===== config.mk =====
export PLATFORM = sky130hd
export DESIGN_NAME = spidergon_output_arbiter_flat
export DESIGN_NICKNAME = d
export VERILOG_FILES = /design/src/rtl/spidergon_output_arbiter_if.sv /design/src/rtl/spidergon_output_arbiter.sv /design/src/flat_wrapper.sv
export SDC_FILE = /design/constraint.sdc
export NUM_CORES = 1
export LEC_CHECK = 0
export ABC_CLOCK_PERIOD_IN_PS = 5770
export CORE_MARGIN = 3
export CORE_UTILIZATION = 49
export CTS_BUF_LIST = sky130_fd_sc_hd__clkbuf_8
export CTS_CLUSTER_DIAMETER = 200
export CTS_CLUSTER_SIZE = 40
export DETAILED_ROUTE_END_ITERATION = 10
export GPL_ROUTABILITY_DRIVEN = 0
export MAX_ROUTING_LAYER = met4
export PLACE_DENSITY = 0.91
export SKIP_CTS_REPAIR_TIMING = 1
export SYNTH_ARGS = -nofsm -noshare
export SYNTH_HDL_FRONTEND = slang
export SYNTH_SLANG_ARGS = --single-unit

===== constraint.sdc =====
create_clock -name clk -period 5.77 [get_ports clk]
set_clock_uncertainty 0.2 [all_clocks]
set_input_delay 1.154 -clock clk [delete_from_list [all_inputs] [get_ports clk]]
set_output_delay 1.154 -clock clk [all_outputs]
set_load 0.01 [all_outputs]

===== src/rtl/spidergon_output_arbiter_if.sv =====
// Handshake bundle between the input-VC requesters and one output arbiter.
// master drives requests and credit returns; slave (the arbiter) drives
// grant, grant_vc, vc_busy, credit_count and credit_error.
interface spidergon_output_arbiter_if #(
    parameter int N  = 8,
    parameter int V  = 2,
    parameter int VW = 1,
    parameter int CW = 2
);
    logic [N-1:0]    req;
    logic [N-1:0]    req_head;
    logic [N-1:0]    req_tail;
    logic [V-1:0]    credit_return;
    logic [N-1:0]    grant;
    logic [VW-1:0]   grant_vc;
    logic [V-1:0]    vc_busy;
    logic [V*CW-1:0] credit_count;
    logic            credit_error;

    modport master (
        output req, req_head, req_tail, credit_return,
        input  grant, grant_vc, vc_busy, credit_count, credit_error
    );

    modport slave (
        input  req, req_head, req_tail, credit_return,
        output grant, grant_vc, vc_busy, credit_count, credit_error
    );
endinterface


===== src/rtl/spidergon_output_arbiter.sv =====
// Round-robin switch arbiter for one Spidergon output port with wormhole
// VC locking and optional credit flow control (SPIDERGON_ARB_CREDIT_EN).
// Ports: clk, reset (async, active-high), arb_if (slave): req/req_head/
// req_tail/credit_return in; grant/grant_vc/vc_busy/credit_count/
// credit_error out.
module spidergon_output_arbiter #(
    parameter int NUM_OF_INPUT_PORTS      = 4,
    parameter int NUM_OF_VIRTUAL_CHANNELS = 2,
    parameter int FLIT_DATA_WIDTH         = 16,
    parameter int NODE_BUFFER_WIDTH       = 32
) (
    input  logic clk,
    input  logic reset,
    spidergon_output_arbiter_if.slave arb_if
);
    localparam int N     = NUM_OF_INPUT_PORTS * NUM_OF_VIRTUAL_CHANNELS;
    localparam int V     = NUM_OF_VIRTUAL_CHANNELS;
    localparam int DEPTH = NODE_BUFFER_WIDTH / FLIT_DATA_WIDTH;
    localparam int VW    = (V > 1) ? $clog2(V) : 1;
    localparam int CW    = $clog2(DEPTH + 1);
    localparam int PW    = (N > 1) ? $clog2(N) : 1;
    localparam logic [CW-1:0] FULL = CW'(DEPTH);
    localparam logic [PW:0]   NP   = (PW+1)'(N);

    logic [PW-1:0] r_ptr;
    logic [V-1:0]  r_lock;
    logic [PW-1:0] r_owner [V];

    logic [V-1:0]  w_cred_ok;
    logic [N-1:0]  w_elig;
    logic          w_found;
    logic [PW:0]   w_idx;
    logic [PW-1:0] w_win;
    logic [PW-1:0] w_ptr_nxt;
    logic          w_any;
    logic [N-1:0]  w_grant;
    logic [VW-1:0] w_gvc;
    logic          w_head;
    logic          w_tail;

    // Locked VCs accept only their owner; idle VCs accept only heads.
    always_comb begin
        w_elig = '0;
        for (int i = 0; i < N; i++) begin
            if (arb_if.req[i] && w_cred_ok[i % V]) begin
                if (r_lock[i % V])
                    w_elig[i] = (r_owner[i % V] == PW'(i));
                else
                    w_elig[i] = arb_if.req_head[i];
            end
        end
    end

    // First eligible index starting at r_ptr, wrapping mod N.
    always_comb begin
        w_found = 1'b0;
        w_win   = '0;
        w_idx   = '0;
        for (int k = 0; k < N; k++) begin
            w_idx = {1'b0, r_ptr} + (PW+1)'(k);
            if (w_idx >= NP)
                w_idx = w_idx - NP;
            if (!w_found && w_elig[w_idx[PW-1:0]]) begin
                w_found = 1'b1;
                w_win   = w_idx[PW-1:0];
            end
        end
    end

    assign w_any     = w_found && !reset;
    assign w_grant   = w_any ? (N'(1) << w_win) : '0;
    assign w_ptr_nxt = (w_win == PW'(N - 1)) ? '0 : w_win + 1'b1;
    assign w_head    = arb_if.req_head[w_win];
    assign w_tail    = arb_if.req_tail[w_win];

    always_comb begin
        w_gvc = '0;
        for (int i = 0; i < N; i++)
            if (w_grant[i])
                w_gvc = VW'(i % V);
    end

    always_ff @(posedge clk or posedge reset) begin
        if (reset) begin
            r_ptr  <= '0;
            r_lock <= '0;
            for (int v = 0; v < V; v++)
                r_owner[v] <= '0;
        end else if (w_any) begin
            r_ptr <= w_ptr_nxt;
            if (w_tail) begin
                r_lock[w_gvc] <= 1'b0;
            end else if (w_head) begin
                r_lock[w_gvc]  <= 1'b1;
                r_owner[w_gvc] <= w_win;
            end
        end
    end

    assign arb_if.grant    = w_grant;
    assign arb_if.grant_vc = w_gvc;
    assign arb_if.vc_busy  = r_lock;

`ifdef SPIDERGON_ARB_CREDIT_EN
    logic [CW-1:0] r_credit [V];
    logic          r_credit_error;
    logic [V-1:0]  w_dec;

    always_comb begin
        w_cred_ok = '0;
        w_dec     = '0;
        for (int v = 0; v < V; v++) begin
            w_cred_ok[v] = (r_credit[v] != '0);
            w_dec[v]     = w_any && (w_gvc == VW'(v));
        end
    end

    // Grant and return in the same cycle cancel out.
    always_ff @(posedge clk or posedge reset) begin
        if (reset) begin
            r_credit_error <= 1'b0;
            for (int v = 0; v < V; v++)
                r_credit[v] <= FULL;
        end else begin
            for (int v = 0; v < V; v++) begin
                if (arb_if.credit_return[v] && !w_dec[v]) begin
                    if (r_credit[v] == FULL)
                        r_credit_error <= 1'b1;
                    else
                        r_credit[v] <= r_credit[v] + 1'b1;
                end else if (!arb_if.credit_return[v] && w_dec[v]) begin
                    r_credit[v] <= r_credit[v] - 1'b1;
                end
            end
        end
    end

    always_comb begin
        arb_if.credit_count = '0;
        for (int v = 0; v < V; v++)
            arb_if.credit_count[v*CW +: CW] = r_credit[v];
    end

    assign arb_if.credit_error = r_credit_error;
`else
    logic w_unused;

    assign w_unused            = ^arb_if.credit_return;
    assign w_cred_ok           = '1;
    assign arb_if.credit_count = {V{FULL}};
    assign arb_if.credit_error = 1'b0;
`endif
endmodule


===== src/flat_wrapper.sv =====
// flat-port wrapper written by rule: the top's interface ports become plain ports
module spidergon_output_arbiter_flat 
#(
    parameter int NUM_OF_INPUT_PORTS      = 4,
    parameter int NUM_OF_VIRTUAL_CHANNELS = 2,
    parameter int FLIT_DATA_WIDTH         = 16,
    parameter int NODE_BUFFER_WIDTH       = 32
)
  (clk, reset, arb_if_req, arb_if_req_head, arb_if_req_tail, arb_if_credit_return, arb_if_grant, arb_if_grant_vc, arb_if_vc_busy, arb_if_credit_count, arb_if_credit_error);
  spidergon_output_arbiter_if #(.N((8)), .V((2)), .VW(1), .CW(2)) arb_if_i ();
  input  logic clk;
  input  logic reset;
  input wire logic [$bits(arb_if_i.req)-1:0] arb_if_req;
  input wire logic [$bits(arb_if_i.req_head)-1:0] arb_if_req_head;
  input wire logic [$bits(arb_if_i.req_tail)-1:0] arb_if_req_tail;
  input wire logic [$bits(arb_if_i.credit_return)-1:0] arb_if_credit_return;
  output wire logic [$bits(arb_if_i.grant)-1:0] arb_if_grant;
  output wire logic [$bits(arb_if_i.grant_vc)-1:0] arb_if_grant_vc;
  output wire logic [$bits(arb_if_i.vc_busy)-1:0] arb_if_vc_busy;
  output wire logic [$bits(arb_if_i.credit_count)-1:0] arb_if_credit_count;
  output wire logic [$bits(arb_if_i.credit_error)-1:0] arb_if_credit_error;
  assign arb_if_i.req = arb_if_req;
  assign arb_if_i.req_head = arb_if_req_head;
  assign arb_if_i.req_tail = arb_if_req_tail;
  assign arb_if_i.credit_return = arb_if_credit_return;
  assign arb_if_grant = arb_if_i.grant;
  assign arb_if_grant_vc = arb_if_i.grant_vc;
  assign arb_if_vc_busy = arb_if_i.vc_busy;
  assign arb_if_credit_count = arb_if_i.credit_count;
  assign arb_if_credit_error = arb_if_i.credit_error;
  spidergon_output_arbiter #(.NUM_OF_INPUT_PORTS(NUM_OF_INPUT_PORTS), .NUM_OF_VIRTUAL_CHANNELS(NUM_OF_VIRTUAL_CHANNELS), .FLIT_DATA_WIDTH(FLIT_DATA_WIDTH), .NODE_BUFFER_WIDTH(NODE_BUFFER_WIDTH)) u_core (.clk(clk), .reset(reset), .arb_if(arb_if_i));
endmodule

Word-level counts from Yosys, hierarchy flattened. Index checks and enable logic that the tools add are counted.

Register bits after elaboration: 11. Input port bits: 28. Output and inout port bits: 16. Logic and storage cells: 153.

Add/sub/neg operators: 16. $lt $le $gt $ge: 21. Eq/ne operators: 8. Shifts and indexed selects: 1. Mux-type cells: 76. Bitwise logic cells: 5. Reductions and logical operators: 22.

Operators by type and width (count): $mux 3 (18); $mux 1 (42); $lt 3x4->1 const B (9); $bmux 1 s3 (10); $ge 4x4->1 const B (7); $sub 3x1->3 const B (8); $add 3x3->4 const B (4); $eq 3x3->1 const B (5); $logic_and 1x1->1 (10); $add 3x2->4 const B (2); $logic_not 1->1 (8); $mux 8 (1); $shl 1x3->8 const A (1); $bwmux 6 (1); $eq 3x2->1 const B (2); $add 3x1->4 const B (1); $ge 3x4->1 const B (1); $mux 2 (2); $add 3x1->3 const B (1); $demux 3 s1 (1); $eq 3x1->1 const B (1); $logic_not 3->1 (1); $reduce_and 3->1 (1); $and 2x2->2 (1); other kinds (11) (11).

Logic depth before layout (Yosys ltp). Gate-level depths: netlist (run 1).

Depth in word-level cells: 43. Depth in mapped cells: 23. Depth with buffers taken out: 19.

Worst setup path after synthesis (run 1). Ideal clock, no wire load.

Kind: register to output. Start: register u_core.r_ptr[0]. End: output arb_if_grant_vc. Arrival: 4.206 ns. Data required time: 4.416 ns. Setup slack: 0.210 ns. Stages on the path, launching flop included: 22. Path through: dfrtp_1 -> buf_2 -> inv_1 -> buf_1 -> ha_1 -> clkbuf_2 -> inv_1 -> buf_2 -> mux2i_1 -> mux4_2 -> o32ai_4 -> a21oi_1 -> o31ai_2 -> buf_6 -> inv_1 -> ha_1 -> ha_1 -> a21oi_1 -> nor2_1 -> a211o_1 -> nand2_1 -> inv_1.

Longest elaborated chain between the ends: 35.

RTL lines: start, declared (line spidergon_output_arbiter.sv:25) `logic [PW-1:0] r_ptr;`; start signal, assigned (line spidergon_output_arbiter.sv:90) `r_ptr <= w_ptr_nxt;`; branches (longest 25 deep; another with $add 3x1->4); $mux 3 * (line spidergon_output_arbiter.sv:63) `if (!w_found && w_elig[w_idx[PW-1:0]]) begin`; net u_core.w_win[0] (line spidergon_output_arbiter.sv:33) `logic [PW-1:0] w_win;`; $shl 1x3->8 * (line spidergon_output_arbiter.sv:71) `assign w_grant = w_any ? (N'(1) << w_win) : '0;`; $mux 8 * (line spidergon_output_arbiter.sv:71); $mux 1 (6 in series) (line spidergon_output_arbiter.sv:79) `if (w_grant[i])`; $mux 1 * (line spidergon_output_arbiter.sv:79); end, declared (line flat_wrapper.sv:18) `output wire logic [$bits(arb_if_i.grant_vc)-1:0] arb_if_grant_vc;`.

Mark *: on every way through the listed nets, which the timed path passes. The select of a mux whose other input is x is not followed.

Worst setup path after layout (run 1).
Start: input arb_if_req_head[1]. End: output arb_if_grant_vc.

Longest elaborated chain between the ends: 35.

RTL lines: start, declared (line flat_wrapper.sv:14) `input wire logic [$bits(arb_if_i.req_head)-1:0] arb_if_req_head;`; $mux 1 * (line spidergon_output_arbiter.sv:46) `if (r_lock[i % V])`; $mux 1 * (line spidergon_output_arbiter.sv:45) `if (arb_if.req[i] && w_cred_ok[i % V]) begin`; $bmux 1 s3 (line spidergon_output_arbiter.sv:63); $mux 1 (not written as such) (line spidergon_output_arbiter.sv:63); $mux 1 (line spidergon_output_arbiter.sv:63); $logic_not 1->1 (line spidergon_output_arbiter.sv:63); $logic_and 1x1->1 (line spidergon_output_arbiter.sv:63); $mux 1 (line spidergon_output_arbiter.sv:63); [15 not listed]; $logic_not 1->1 (line spidergon_output_arbiter.sv:63); $logic_and 1x1->1 (line spidergon_output_arbiter.sv:63); $mux 3 * (line spidergon_output_arbiter.sv:63); net u_core.w_win[1] (line spidergon_output_arbiter.sv:33); $shl 1x3->8 * (line spidergon_output_arbiter.sv:71); $mux 8 * (line spidergon_output_arbiter.sv:71); $mux 1 (6 in series) (line spidergon_output_arbiter.sv:79); $mux 1 * (line spidergon_output_arbiter.sv:79).

The timed path passes the listed nets; every way through them passes the cells marked *. The select of a mux whose other input is x is not followed.

==> out/qor.yml, run 1 <==
floorplanning:
  ioPinCount: 44
  rows: 23
  die_x_um: 72.1
  die_h_um: 72.1
  core-area_um2: 4120
  die-area_um2: 5200
  start_util: 0.521
global_route:
  grt_max_degree: 24
  antenna_found_initial: 0
  grt_pass1_wl_mm: 10.4
  grt-ovfl-total: 0
  grtUsageTotal: 0.260
  first_global_vias: 2177
synth:
  ys_dominant_reg_cell: "dfrtp_1"
  netlist_instances: 234
  netlist_top_cells_count: "nor2_1, mux2i_1, inv_1, nand2_1, dfrtp_1"
  async_flop_share: 1.00
  ys_types: 66
  yosys.area.top_type_share: 0.129
  yosys.cell_count.top_type: "nor2_1"
  yosysSeqAreaShare: 0.129
  yosys-top-cells-area: "dfrtp_1, mux2i_1, mux4_2"
  syn_area_per_cell_um2: 9.15
  synth_top_area_cell: "dfrtp_1"
  syn_area_um2: 2140
  yosysWarnings: 0
  synth_edf_count: 0
  ys_ff_latch: 11
route:
  drt.antenna.violating_nets: 0
  num_vias: 2432
  drt_pass1_iterations: 5
  wl_per_cell_um: 22.0
  drtIter0Drc: 376
  viasPerCell: 6.81
  wl_mm: 7.86
  drc: 0
final_layout:
  final_nets: 344
  drive_above_1_share: 0.362
  fillers: 239
  n_antenna_cell: 0
  synthToLayoutAreaGrowth_pct: 41.8
setup_path:
  critPathLaunchType: "input port"
  crit_chain: "clkdlybuf4s50_1 > and2b_1 > o21ai_4 > mux2i_1 > mux2_2 > o32ai_4 > and3_4 > nand2_4 > a32oi_4 > inv_2 > ha_2 > a21oi_2 > nor2_1 > a211o_1 > nand2_2 > inv_1 > dlymetal6s2s_1"
  cp_max_fo: 6
  path_class: "input port to primary output"
  r2r_start: "u_core.r_ptr[1]$_DFFE_PP0P_"
  slowest_delay_ps: 430
  end_kind: "primary output"
  cp.arrival_ps: 4720
  cp_slowest_cell: "clkdlybuf4s50_1"
  startpoint: "arb_if_req_head[1]"
  rr_worst_depth: 18
  cp_data_required_time_ps: 4420
clock_network:
  numCtsBuffers: 3
  cts_sinks: 11
  clockBufferDepth: 2
  root_buffer: "clkbuf_8"
  clkLatencyLatePin_ps: 240
  cts_tree: "yes"
  clk_pin_slew_worst_paths_ps: 50
  htree_levels: 1
timing:
  period_needed_ps: 6070
  rsz0062_at_grt: "true"
  max_slew_margin: 0.577
  slew_viol_final: 0
  final-setup-viol-count: 3
  setup_ws_ps: -304
  fmax_mhz: 165
  hold_viol: 0
  tightestPinTransition_ps: 629
  period_share: 1.05
placed_design:
  post-place-ws_ps: -682
  port_buffers: 36
  dp_hpwl_mm: 5.07
run:
  maxCapViolCount: 0
status:
  violations: "negative setup slack"
  outcome: "finished with violations"
worst_hold_path:
  min_path_type: "flip-flop to flip-flop"
  holdCritStartpoint: "u_core.r_owner[1]$_DFFE_PP0P_"
  min_path_cells: 1
==> layout by cell type, fill, tap and decap left out, types with 3 or more instances in the layout <==
| cell type | instances |
|---|---|
| buf_4 | 47 |
| clkdlybuf4s50_1 | 24 |
| nor2_1 | 21 |
| mux2i_1 | 17 |
| nand2_1 | 11 |
| dfrtp_1 | 11 |
| dlymetal6s2s_1 | 11 |
| inv_1 | 10 |
| o21ai_4 | 8 |
| mux4_2 | 7 |
| o21ai_0 | 7 |
| o221ai_1 | 6 |
| a21oi_1 | 5 |
| mux2_2 | 5 |
| and2_1 | 5 |
| mux2_4 | 5 |
| ha_1 | 5 |
| conb_1 | 5 |
| and2b_2 | 4 |
| o2111ai_1 | 4 |
| nor3_1 | 4 |
| and2b_1 | 3 |
| and4b_1 | 3 |
| mux2i_2 | 3 |
| inv_2 | 3 |
| nand3_1 | 3 |
| o22a_1 | 3 |
| mux2_1 | 3 |
| clkbuf_8 | 3 |
==> per-layer routing <==
metal,vias to the layer above,share of wire,global-route usage
li1,1030,-,-
met1,1113,0.35,0.313
met5,-,0,-
met3,54,0.11,0.0360
met2,235,0.48,0.450
met4,0,0.059,0.0772
==> per-stage QoR <==
stage | utilization | instances | TNS [ps] | instance area [um2] | hold WS [ps]
final | 0.738 | 357 | -348 | 3040 | 376
after global routing | 0.738 | 357 | -681 | 3040 | 396
after CTS | 0.689 | 350 | -3300 | 2830 | 377
after detailed placement | 0.677 | 346 | -3060 | 2790 | 366
after global placement | 0.677 | 346 | -2010 | 2790 | 346
after floorplan | - | 237 | 0 | 2150 | 318
==> final timing paths <==
check	to	slack [ps]
max	arb_if_grant_vc	-300
min	u_core.r_owner[1]$_DFFE_PP0P_	380
max reg2reg	u_core.r_owner[3]$_DFFE_PP0P_	620
min reg2reg	u_core.r_owner[1]$_DFFE_PP0P_	380
max in group asynchronous	u_core.r_owner[1]$_DFFE_PP0P_	4000
min in group asynchronous	u_core.r_ptr[2]$_DFFE_PP0P_	1060
==> logic make-up (layout without fill, tap and decap cells) <==
group	after synthesis	in the layout	synth area share
flip-flops	11	11	0.129
XOR/XNOR	3	3	0.0123
AO/OA/AOI/OAI	60	60	0.244
other	2	5	0.00351
multiplexers	44	44	0.284
AND/OR/NAND/NOR	74	74	0.210
adder cells (fa/ha/maj)	8	8	0.0467
buffers and inverters	32	102	0.0713
==> layout make-up <==
cell class | instances | area (um2) | share of cell area
multi-input combinational | 194 | 1850 | 0.608
timing repair buffer | 85 | 758 | 0.250
sequential | 11 | 275 | 0.0906
tap | 50 | 62.6 | 0.0206
inverter | 13 | 48.8 | 0.0161
clock buffer | 3 | 41.3 | 0.0136
clock inverter | 1 | 5.00 | 0.00165
==> worst max-delay path: cells and delay by family <==
kind | cells | cell delay, ps
compound gates | 5 | 1370
buf+inv | 4 | 740
simple gates | 5 | 710
mux | 2 | 540
fa+ha+maj | 1 | 200
Power of run 1 is not shown: default switching activity piles up to over one toggle a cycle in this logic, so the estimate is an artifact.
==> run 2, diff against run 1 <==
Settings changed: CAP_MARGIN set to 20.
==> results of run 2 <==
Final layout, timing and power as in run 1 (identical DEF).
Power of run 2 is left out for the same reason.
==> run 3, diff against run 2 <==
Settings changed: CTS_CLUSTER_SIZE 40 to 25, TNS_END_PERCENT set to 50.
==> run 3 against run 2 <==
- the run still ends with negative setup slack left
- count of clock-buffer cells in the layout is the same
- critical path depth stayed put
- flip-flop and latch count did not move
- routed wire length is 0.57% higher
- largest cell class unchanged
==> out/qor.yml, run 3 (synthesis results as in run 1) <==
status:
  outcome: "finished with violations"
  violations: "negative setup slack"
final_layout:
  drive_above_1_share: 0.362  # unchanged
  final_cell_area_um2: 3030  # about the same
  multi_input_comb_area_um2: 1850  # unchanged
  fin_util: 0.737  # about the same
  final_nets: 344  # unchanged
  fillers: 240  # +0.42%
  n_antenna_cell: 0  # unchanged
  most-common-layout-cells: "buf_4, clkdlybuf4s50_1, nor2_1, mux2i_1"
  synthToLayoutAreaGrowth_pct: 41.6  # about the same
  regArea_um2: 275  # unchanged
  final_common_cell: "buf_4"
timing:
  period_share: 1.05  # +0.00215
  setup_ws_ps: -316  # -12.4 ps
  tightestPinTransition_ps: 613  # -16.6 ps
  max_slew_margin: 0.588  # +0.0111
  hold_viol: 0  # unchanged
  final-setup-viol-count: 5  # +2
  rsz0062_at_grt: "true"
  worst_hold_slack_ps: 382  # +5.85 ps
  period_needed_ps: 6090  # +12.4 ps
  slew_viol_final: 0  # unchanged
  fmax_mhz: 164  # -0.20%
route:
  wl_per_cell_um: 22.1  # +0.57%
  wl_mm: 7.90  # +0.57%
  num_vias: 2430  # -0.082%
  drtIter0Drc: 368  # -2.1%
  drc: 0  # unchanged
  drt.antenna.violating_nets: 0  # unchanged
  drt_pass1_iterations: 7  # +2
  viasPerCell: 6.81  # about the same
floorplanning:
  ioPinCount: 44  # unchanged
  rows: 23  # unchanged
  start_util: 0.521  # unchanged
  die_h_um: 72.1  # unchanged
  die_x_um: 72.1  # unchanged
  core-area_um2: 4120  # unchanged
  die-area_um2: 5200  # unchanged
clock_network:
  clkLatencyLatePin_ps: 240  # about the same
  numCtsBuffers: 3  # unchanged
  clk_pin_slew_worst_paths_ps: 50  # about the same
  clockBufferDepth: 2  # unchanged
  cts_sinks: 11  # unchanged
  htree_levels: 1  # unchanged
  cts_tree: "yes"
  root_buffer: "clkbuf_8"
placed_design:
  dp_hpwl_mm: 5.07  # unchanged
  placed_cell_area_um2: 2790  # unchanged
  port_buffers: 36  # unchanged
worst_hold_path:
  min_path_cells: 1  # unchanged
  min_path_type: "flip-flop to flip-flop"
global_route:
  grt-ovfl-total: 0  # unchanged
  first_global_vias: 2177  # unchanged
  antenna_found_initial: 0  # unchanged
  grt_max_degree: 24  # unchanged
  grt_pass1_wl_mm: 10.4  # unchanged
  grtUsageTotal: 0.260  # unchanged
setup_path:
  cp_data_required_time_ps: 4420  # about the same
  path_class: "input port to primary output"
  cp_max_fo: 6  # unchanged
  rr_worst_depth: 18  # unchanged
  end_kind: "primary output"
  cp.arrival_ps: 4730  # about the same
  critPathLaunchType: "input port"
run:
  maxCapViolCount: 0  # unchanged
## run 3: routing by layer
metal	up-vias	GRT usage	wire, um
met5	-	-	0
met4	0	0.0772	479
met3	72	0.0360	778
met2	207	0.450	3800
met1	1122	0.313	2850
li1	1029	-	-
## run 3: final cells by class
| cell class | count | area share |
|---|---|---|
| Sequential cell | 11 | 0.0907 |
| Multi-Input combinational cell | 194 | 0.608 |
| Clock inverter | 1 | 0.00165 |
| Tap cell | 50 | 0.0206 |
| Timing Repair Buffer | 85 | 0.249 |
| Clock buffer | 3 | 0.0136 |
| Inverter | 13 | 0.0161 |
## run 3: worst max-delay path, cell delays in order
cell             delay [ps]
clkdlybuf4s50_1         430
and2b_1                 210
o21ai_4                 270
mux2i_1                 210
mux2_2                  340
o32ai_4                 360
and3_4                  290
nand2_4                  50
a32oi_4                 340
inv_2                    80
ha_2                    200
a21oi_2                 110
nor2_1                   50
a211o_1                 290
nand2_2                 110
inv_1                    60
dlymetal6s2s_1          170
## run 3: final timing paths
path	start	end	slack, ps
worst max-delay path	arb_if_req_head[1]	arb_if_grant_vc	-320
worst min-delay path	u_core.r_owner[1]$_DFFE_PP0P_	u_core.r_owner[1]$_DFFE_PP0P_	380
worst max register to register	u_core.r_ptr[1]$_DFFE_PP0P_	u_core.r_owner[3]$_DFFE_PP0P_	610
worst min register to register	u_core.r_owner[1]$_DFFE_PP0P_	u_core.r_owner[1]$_DFFE_PP0P_	380
max in group asynchronous	reset	u_core.r_owner[1]$_DFFE_PP0P_	4000
min in group asynchronous	reset	u_core.r_ptr[2]$_DFFE_PP0P_	1060
## run 3: stage by stage
| stage | setup TNS (ps) | cells | setup WS (ps) |
|---|---|---|---|
| 3_5_place_dp | -3060 | 346 | -682 |
| 2_1_floorplan | 0 | 237 | 210 |
| 6_report | -665 | 357 | -316 |
| 3_3_place_gp | -2010 | 346 | -498 |
| 4_1_cts | -3300 | 350 | -706 |
| 5_1_grt | -987 | 357 | -405 |
Power of run 3 is left out for the same reason.
